File: config.mk
export PLATFORM = sky130hd
export DESIGN_NAME = fpmult_pipe_flat
export DESIGN_NICKNAME = d
export VERILOG_FILES = /design/src/rtl/fpmult_pkg.sv /design/src/rtl/fpmult_if.sv /design/src/rtl/fpmult_fmt.sv /design/src/rtl/fpmult_pipe.sv /design/src/flat_wrapper.sv
export SDC_FILE = /design/constraint.sdc
export NUM_CORES = 1
export LEC_CHECK = 0
export ABC_AREA = 1
export CORE_ASPECT_RATIO = 1.1
export CORE_UTILIZATION = 40
export CTS_BUF_LIST = sky130_fd_sc_hd__clkbuf_8
export DETAILED_ROUTE_END_ITERATION = 10
export GPL_ROUTABILITY_DRIVEN = 0
export PLACE_DENSITY = 0.69
export SLEW_MARGIN = 30
export SYNTH_ARGS = -nofsm -noshare
export SYNTH_HDL_FRONTEND = slang
export SYNTH_SLANG_ARGS = --single-unit
File: constraint.sdc
create_clock -name CLK -period 4.4 [get_ports CLK]
set_input_delay 0.88 -clock CLK [delete_from_list [all_inputs] [get_ports CLK]]
set_output_delay 0.88 -clock CLK [all_outputs]
set_load 0.02 [all_outputs]
File: src/rtl/fpmult_pkg.sv
// Shared types and helpers for the pipelined fixed-point multiplier.
// Build option: FPMULT_ROUND_EN selects round-half-up instead of truncation.
package fpmult_pkg;

    localparam int LATENCY = 3;
    localparam int DW      = 64;

    typedef struct packed {
        logic          vld;
        logic          ovf;
        logic [DW-1:0] data;
    } stage_t;

    function automatic logic [DW-1:0] sat_max(input int wio, input int wfo);
        sat_max = (DW'(1) << (wio + wfo - 1)) - DW'(1);
    endfunction

    function automatic logic [DW-1:0] sat_min(input int wio, input int wfo);
        sat_min = DW'(1) << (wio + wfo - 1);
    endfunction

endpackage

File: src/rtl/fpmult_if.sv
// Operand/result handshake bundle for fpmult_pipe.
// master = source/sink side, slave = multiplier side.
interface fpmult_if #(
    parameter int WI1 = 4,
    parameter int WF1 = 4,
    parameter int WI2 = 4,
    parameter int WF2 = 4,
    parameter int WIO = 4,
    parameter int WFO = 4
);
    logic                      IN_VALID;
    logic                      IN_READY;
    logic signed [WI1+WF1-1:0] IN1;
    logic signed [WI2+WF2-1:0] IN2;
    logic                      OUT_VALID;
    logic                      OUT_READY;
    logic [WIO+WFO-1:0]        OUT;
    logic                      OVF;
    logic                      OVF_STICKY;
    logic                      CLR_STICKY;

    modport master (
        output IN_VALID, IN1, IN2, OUT_READY, CLR_STICKY,
        input  IN_READY, OUT_VALID, OUT, OVF, OVF_STICKY
    );

    modport slave (
        input  IN_VALID, IN1, IN2, OUT_READY, CLR_STICKY,
        output IN_READY, OUT_VALID, OUT, OVF, OVF_STICKY
    );
endinterface

File: src/rtl/fpmult_fmt.sv
// Product-to-output conversion: round/truncate, resize and saturate.
// Build option: FPMULT_ROUND_EN adds half an output LSB before dropping bits.
module fpmult_fmt
    import fpmult_pkg::*;
#(
    parameter int WIP = 8,
    parameter int WFP = 8,
    parameter int WIO = 4,
    parameter int WFO = 4
) (
    input  logic signed [WIP+WFP-1:0] p_i,
    output logic [WIO+WFO-1:0]        out_o,
    output logic                      ovf_o
);
    localparam int WP = WIP + WFP;
    localparam int WE = WP + 1;
    localparam int WQ = WIP + 1 + WFO;
    localparam int WO = WIO + WFO;

    logic signed [WE-1:0] pe;
    logic signed [WQ-1:0] q;

    assign pe = WE'(p_i);

    generate
        if (WFO >= WFP) begin : g_ext
            assign q = WQ'(pe) <<< (WFO - WFP);
        end else begin : g_drop
            localparam int D = WFP - WFO;
            logic signed [WE-1:0] sum;
`ifdef FPMULT_ROUND_EN
            localparam logic [WE-1:0] HALF = WE'(1) << (D - 1);
            assign sum = pe + $signed(HALF);
`else
            assign sum = pe;
`endif
            assign q = WQ'(sum >>> D);
        end

        if (WO >= WQ) begin : g_wide
            assign out_o = WO'(q);
            assign ovf_o = 1'b0;
        end else begin : g_narrow
            localparam int K = WQ - WO + 1;
            localparam logic [DW-1:0] MAXC = sat_max(WIO, WFO);
            localparam logic [DW-1:0] MINC = sat_min(WIO, WFO);
            logic [K-1:0] top;
            assign top = q[WQ-1:WO-1];
            // Discarded bits plus the new sign must all agree to fit
            always_comb begin
                out_o = q[WO-1:0];
                ovf_o = 1'b0;
                if (top != '0 && top != '1) begin
                    ovf_o = 1'b1;
                    out_o = q[WQ-1] ? MINC[WO-1:0] : MAXC[WO-1:0];
                end
            end
        end
    endgenerate

endmodule

File: src/rtl/fpmult_pipe.sv
// Three-stage signed fixed-point multiplier with valid/ready flow control.
// Build option: FPMULT_ROUND_EN (see fpmult_fmt).
module fpmult_pipe
    import fpmult_pkg::*;
#(
    parameter int WI1 = 4,
    parameter int WF1 = 4,
    parameter int WI2 = 4,
    parameter int WF2 = 4,
    parameter int WIO = 4,
    parameter int WFO = 4
) (
    input logic     CLK,
    input logic     RESET,
    fpmult_if.slave bus
);
    localparam int WA  = WI1 + WF1;
    localparam int WB  = WI2 + WF2;
    localparam int WIP = WI1 + WI2;
    localparam int WFP = WF1 + WF2;
    localparam int WP  = WIP + WFP;
    localparam int WO  = WIO + WFO;

    logic                 en;
    logic                 s1_vld_q, s1_vld_d;
    logic signed [WA-1:0] s1_a_q, s1_a_d;
    logic signed [WB-1:0] s1_b_q, s1_b_d;
    stage_t               s2_q, s2_d;
    stage_t               s3_q, s3_d;
    logic                 sticky_q, sticky_d;
    logic signed [WP-1:0] prod;
    logic signed [WP-1:0] p2;
    logic [WO-1:0]        fmt_out;
    logic                 fmt_ovf;
    logic                 unused_bits;

    // Whole pipe moves together; a stalled output freezes bubbles too
    assign en           = ~s3_q.vld | bus.OUT_READY;
    assign bus.IN_READY = en & ~RESET;

    assign prod = WP'(s1_a_q) * WP'(s1_b_q);
    assign p2   = s2_q.data[WP-1:0];

    fpmult_fmt #(
        .WIP (WIP),
        .WFP (WFP),
        .WIO (WIO),
        .WFO (WFO)
    ) u_fmt (
        .p_i   (p2),
        .out_o (fmt_out),
        .ovf_o (fmt_ovf)
    );

    always_comb begin
        s1_vld_d = s1_vld_q;
        s1_a_d   = s1_a_q;
        s1_b_d   = s1_b_q;
        s2_d     = s2_q;
        s3_d     = s3_q;
        if (en) begin
            s1_vld_d    = bus.IN_VALID;
            s1_a_d      = bus.IN1;
            s1_b_d      = bus.IN2;
            s2_d.vld    = s1_vld_q;
            s2_d.ovf    = 1'b0;
            s2_d.data   = DW'(prod);
            s3_d.vld    = s2_q.vld;
            if (s2_q.vld) begin
                s3_d.data = DW'(fmt_out);
                s3_d.ovf  = fmt_ovf;
            end
        end
    end

    // A set on the transfer edge overrides a simultaneous clear
    always_comb begin
        sticky_d = sticky_q;
        if (bus.CLR_STICKY)
            sticky_d = 1'b0;
        if (s3_q.vld & bus.OUT_READY & s3_q.ovf)
            sticky_d = 1'b1;
    end

    always_ff @(posedge CLK) begin
        if (RESET) begin
            s1_vld_q <= 1'b0;
            s1_a_q   <= '0;
            s1_b_q   <= '0;
            s2_q     <= '0;
            s3_q     <= '0;
            sticky_q <= 1'b0;
        end else begin
            s1_vld_q <= s1_vld_d;
            s1_a_q   <= s1_a_d;
            s1_b_q   <= s1_b_d;
            s2_q     <= s2_d;
            s3_q     <= s3_d;
            sticky_q <= sticky_d;
        end
    end

    assign bus.OUT_VALID  = s3_q.vld;
    assign bus.OUT        = s3_q.data[WO-1:0];
    assign bus.OVF        = s3_q.ovf;
    assign bus.OVF_STICKY = sticky_q;

    assign unused_bits = ^{s2_q, s3_q};

endmodule

File: src/flat_wrapper.sv
// flat-port wrapper written by rule: the top's interface ports become plain ports
module fpmult_pipe_flat import fpmult_pkg::*;
#(
    parameter int WI1 = 4,
    parameter int WF1 = 4,
    parameter int WI2 = 4,
    parameter int WF2 = 4,
    parameter int WIO = 4,
    parameter int WFO = 4
)
  (CLK, RESET, bus_IN_VALID, bus_IN1, bus_IN2, bus_OUT_READY, bus_CLR_STICKY, bus_IN_READY, bus_OUT_VALID, bus_OUT, bus_OVF, bus_OVF_STICKY);
  fpmult_if #(.WI1(WI1), .WF1(WF1), .WI2(WI2), .WF2(WF2), .WIO(WIO), .WFO(WFO)) bus_i ();
  input logic CLK;
  input logic RESET;
  input wire logic [$bits(bus_i.IN_VALID)-1:0] bus_IN_VALID;
  input wire logic [$bits(bus_i.IN1)-1:0] bus_IN1;
  input wire logic [$bits(bus_i.IN2)-1:0] bus_IN2;
  input wire logic [$bits(bus_i.OUT_READY)-1:0] bus_OUT_READY;
  input wire logic [$bits(bus_i.CLR_STICKY)-1:0] bus_CLR_STICKY;
  output wire logic [$bits(bus_i.IN_READY)-1:0] bus_IN_READY;
  output wire logic [$bits(bus_i.OUT_VALID)-1:0] bus_OUT_VALID;
  output wire logic [$bits(bus_i.OUT)-1:0] bus_OUT;
  output wire logic [$bits(bus_i.OVF)-1:0] bus_OVF;
  output wire logic [$bits(bus_i.OVF_STICKY)-1:0] bus_OVF_STICKY;
  assign bus_i.IN_VALID = bus_IN_VALID;
  assign bus_i.IN1 = bus_IN1;
  assign bus_i.IN2 = bus_IN2;
  assign bus_i.OUT_READY = bus_OUT_READY;
  assign bus_i.CLR_STICKY = bus_CLR_STICKY;
  assign bus_IN_READY = bus_i.IN_READY;
  assign bus_OUT_VALID = bus_i.OUT_VALID;
  assign bus_OUT = bus_i.OUT;
  assign bus_OVF = bus_i.OVF;
  assign bus_OVF_STICKY = bus_i.OVF_STICKY;
  fpmult_pipe #(.WI1(WI1), .WF1(WF1), .WI2(WI2), .WF2(WF2), .WIO(WIO), .WFO(WFO)) u_core (.CLK(CLK), .RESET(RESET), .bus(bus_i));
endmodule
==> impl_metrics.env <==
export IMPL_avgViaCountPerCell=4.59
export IMPL_numPortBuffers=32
export IMPL_grt_pass1_wl_um=16400
export IMPL_relSlewSlack=0.454
export IMPL_fin_nets=722
export IMPL_synth_seq_cells=41
export IMPL_start_util=0.411
export IMPL_synth_xor_area_share=0.0103
export IMPL_crit_type="reg -> reg"
export IMPL_setup_viol=0
export IMPL_rsz0062_at_grt="false"
export IMPL_finalCritPeriodShare=0.958
export IMPL_finalHoldViolCount=0
export IMPL_pre_cts_ws_ns=-0.0880
export IMPL_synth_area_um2=4250
export IMPL_powerDensity_nw_per_um2=281
export IMPL_stdcell_area_um2=4860
export IMPL_rrSetupSlack_ns=0.18
export IMPL_nFillCells=1026
export IMPL_r2r_cells=19
export IMPL_clock_skew_ns=0.00855
export IMPL_pwr_share_seq=0.345
export IMPL_numCtsBuffers=5
export IMPL_insertion_delay_ns=0.30
export IMPL_synthArstFlopShare=0
export IMPL_power_frac_comb=0.459
export IMPL_r2r_end="u_core.p2[15]"
export IMPL_vdd_drop_max_v=0.000201
export IMPL_intPower_mw=0.794
export IMPL_required_ns=4.61
export IMPL_cap_violations=0
export IMPL_netlist_top_cells_count="inv_1, nand2_1, fa_1"
export IMPL_synthMuxAreaShare=0
export IMPL_synth_cells=594
export IMPL_antenna_found_initial=0
export IMPL_syn_nets=697
export IMPL_place_area_um2=4710
export IMPL_ys_flop_type="dfxtp_1"
export IMPL_holdPathStages=2
export IMPL_grt_total_usage=0.187
export IMPL_arrival_ns=4.43
export IMPL_cts_sink_count=41
export IMPL_p_sw_frac=0.419
export IMPL_cts_tree="yes"
export IMPL_cts_hold_buffers=0
export IMPL_dieArea_um2=11000
export IMPL_run_status="finished, final reports clean"
export IMPL_yosysTopAreaCellShare=0.254
export IMPL_hp_start="u_core.bus.OUT[7]"
export IMPL_period_needed_ns=4.22
export IMPL_ys_seq_area_frac=0.193
export IMPL_synthDistinctLibCells=28
export IMPL_synth_fa_ha_area_frac=0.337
export IMPL_n_antenna_cell=0
export IMPL_grt_pass1_vias=3606
export IMPL_drc=0
export IMPL_cts_max_level=2
export IMPL_critPathLaunchType="flop"
export IMPL_multi_input_area_um2=2710
export IMPL_io_pins=33
export IMPL_maxSlewViolCount=0
export IMPL_firstDrtPassIters=4
export IMPL_drt_wl_total_um=9470
export IMPL_worst_slew_pin_slew_ns=0.817
export IMPL_clk_pin_slew_ns=0.09
export IMPL_critPathMaxFanout=9
export IMPL_crit_reg2reg_launch="u_core.s1_b_q[3]"
export IMPL_hold_class="reg -> reg"
export IMPL_area_growth_pct=14.3
export IMPL_synth_compound_area_frac=0.0971
export IMPL_pwr_share_clk=0.196
export IMPL_synth_edf_count=0
export IMPL_p_leak_nw=2.80
export IMPL_core_um2=10300
export IMPL_holdPathEnd="u_core.bus.OUT[7]"
export IMPL_wl_per_cell_um=12.4
export IMPL_post_synth_top_count_cell="inv_1"
export IMPL_vias=3500
export IMPL_fmax_ghz=0.237
export IMPL_grt_max_degree=34
export IMPL_layout_drive_gt1_share=0.0774
export IMPL_synth_top_area_cell="fa_1"
export IMPL_synth_simple_area_share=0.188
export IMPL_syn_area_per_cell_um2=7.16
export IMPL_fin_ws_ns=0.183
export IMPL_fin_util=0.470
export IMPL_p_switching_mw=0.572
export IMPL_placementRows=39
export IMPL_drt_iter0_drc=129
export IMPL_cts_buffer_depth=2
export IMPL_ys_warn_count=0
export IMPL_clockRootBuffer="clkbuf_8"
export IMPL_yosys_top_cells_area="fa_1, dfxtp_1, inv_1, nand2_1, ha_1"
export IMPL_hpwl_um=7740
export IMPL_drt_antenna_violating_nets=0
export IMPL_critPathCaptureType="flop"
export IMPL_die_height_um=110
export IMPL_die_w_um=100
export IMPL_grt_overflow=0
export IMPL_synth_top_family_by_area="adder cells"
export IMPL_hold_slack_ns=0.470
export IMPL_seq_area_um2=837
==> worst max path at each step <==
stage | startpoint | to | slack [ns]
finish | u_core.s1_b_q[3] | u_core.p2[15] | 0.18
global route | u_core.s1_a_q[7] | u_core.p2[15] | 0.009
CTS | u_core.s1_b_q[3] | u_core.p2[15] | 0.01
detailed placement | u_core.s1_a_q[7] | u_core.p2[15] | -0.09
global placement | u_core.s1_a_q[7] | u_core.p2[15] | -0.02
floorplan | u_core.s1_a_q[7] | u_core.p2[12] | 0.31
==> per-layer routing <==
| layer | track usage | wire [um] |
|---|---|---|
| met4 | 0.0549 | 199 |
| met1 | 0.233 | 4050 |
| met3 | 0.0240 | 347 |
| met5 | 0 | 0 |
| met2 | 0.340 | 4880 |
==> cell type report <==
type / instances / share of cell area
clock buffers: 5 / 0.0142
flip-flops and latches: 41 / 0.172
multi-input cells: 358 / 0.557
inverters: 170 / 0.131
repair buffers: 43 / 0.0829
well taps: 143 / 0.0368
clock inverters: 3 / 0.00515
==> kinds of logic after synthesis <==
kind of cell / count (synthesis)
simple gates: 198
buf+inv: 195
fa+ha+maj: 82
compound gates: 73
flops: 41
xor+xnor: 5
==> placed cells by master, fill, tap and decap left out, drive strengths merged <==
master,instances
a21o,2
fa,54
a21oi,25
nand4,1
clkinvlp,1
nand2,120
o21bai,6
dfxtp,41
nand3,20
inv,171
clkdlybuf4s50,32
o211ai,1
xnor2,2
clkbuf,5
ha,28
xor2,3
nor2,55
clkinv,1
nand3b,1
a21boi,1
buf,11
o21ai,38
and3,1
==> power groups by stage <==
| stage | clock network (mW) | logic [mW] | registers, mW |
|---|---|---|---|
| floorplan | 0 | 0.459 | 0.460 |
| global placement | 0 | 0.597 | 0.478 |
| detailed placement | 0 | 0.613 | 0.478 |
| CTS | 0.272 | 0.620 | 0.470 |
| global route | 0.288 | 0.725 | 0.480 |
| finish | 0.268 | 0.626 | 0.472 |
==> timing repair <==
item / CTS / global route
resized for setup: 2 / 19
buffers inserted: 0 / 2
pin swaps: 0 / 1
hold endpoints to repair: 0 / 0
endpoints found under the setup margin: 3 / 7
==> critical path, stage by stage (launching register included) <==
cell and delay (ns):
dfxtp_2 0.49, nand2_1 0.15, fa_2 0.51, buf_4 0.16
buf_4 0.14, fa_1 0.55, fa_1 0.43, fa_1 0.50
inv_1 0.04, ha_1 0.34, nand2_1 0.11, inv_1 0.05
a21oi_1 0.14, nand2_1 0.08, nor2_1 0.15, inv_1 0.06
nand2_1 0.06, nand3_1 0.06, nand2_1 0.08, inv_1 0.03
==> per-stage QoR <==
stage	cells	power [mW]	TNS (ns)
5_1_grt	763	1.49	0
2_1_floorplan	594	0.918	0
3_5_place_dp	753	1.09	-0.193
3_3_place_gp	753	1.07	-0.0422
6_report	763	1.37	0
4_1_cts	761	1.36	0
==> registers in the layout, indices dropped and copies added, names as in the netlist <==
name                   flops
u_core.p2                 12
u_core.bus.OUT             8
u_core.s1_a_q              8
u_core.s1_b_q              8
u_core.bus.OUT_VALID       1
u_core.bus.OVF             1
u_core.bus.OVF_STICKY      1
u_core.s1_vld_q            1
u_core.s2_q                1
Power figures use the tool's default switching activity.
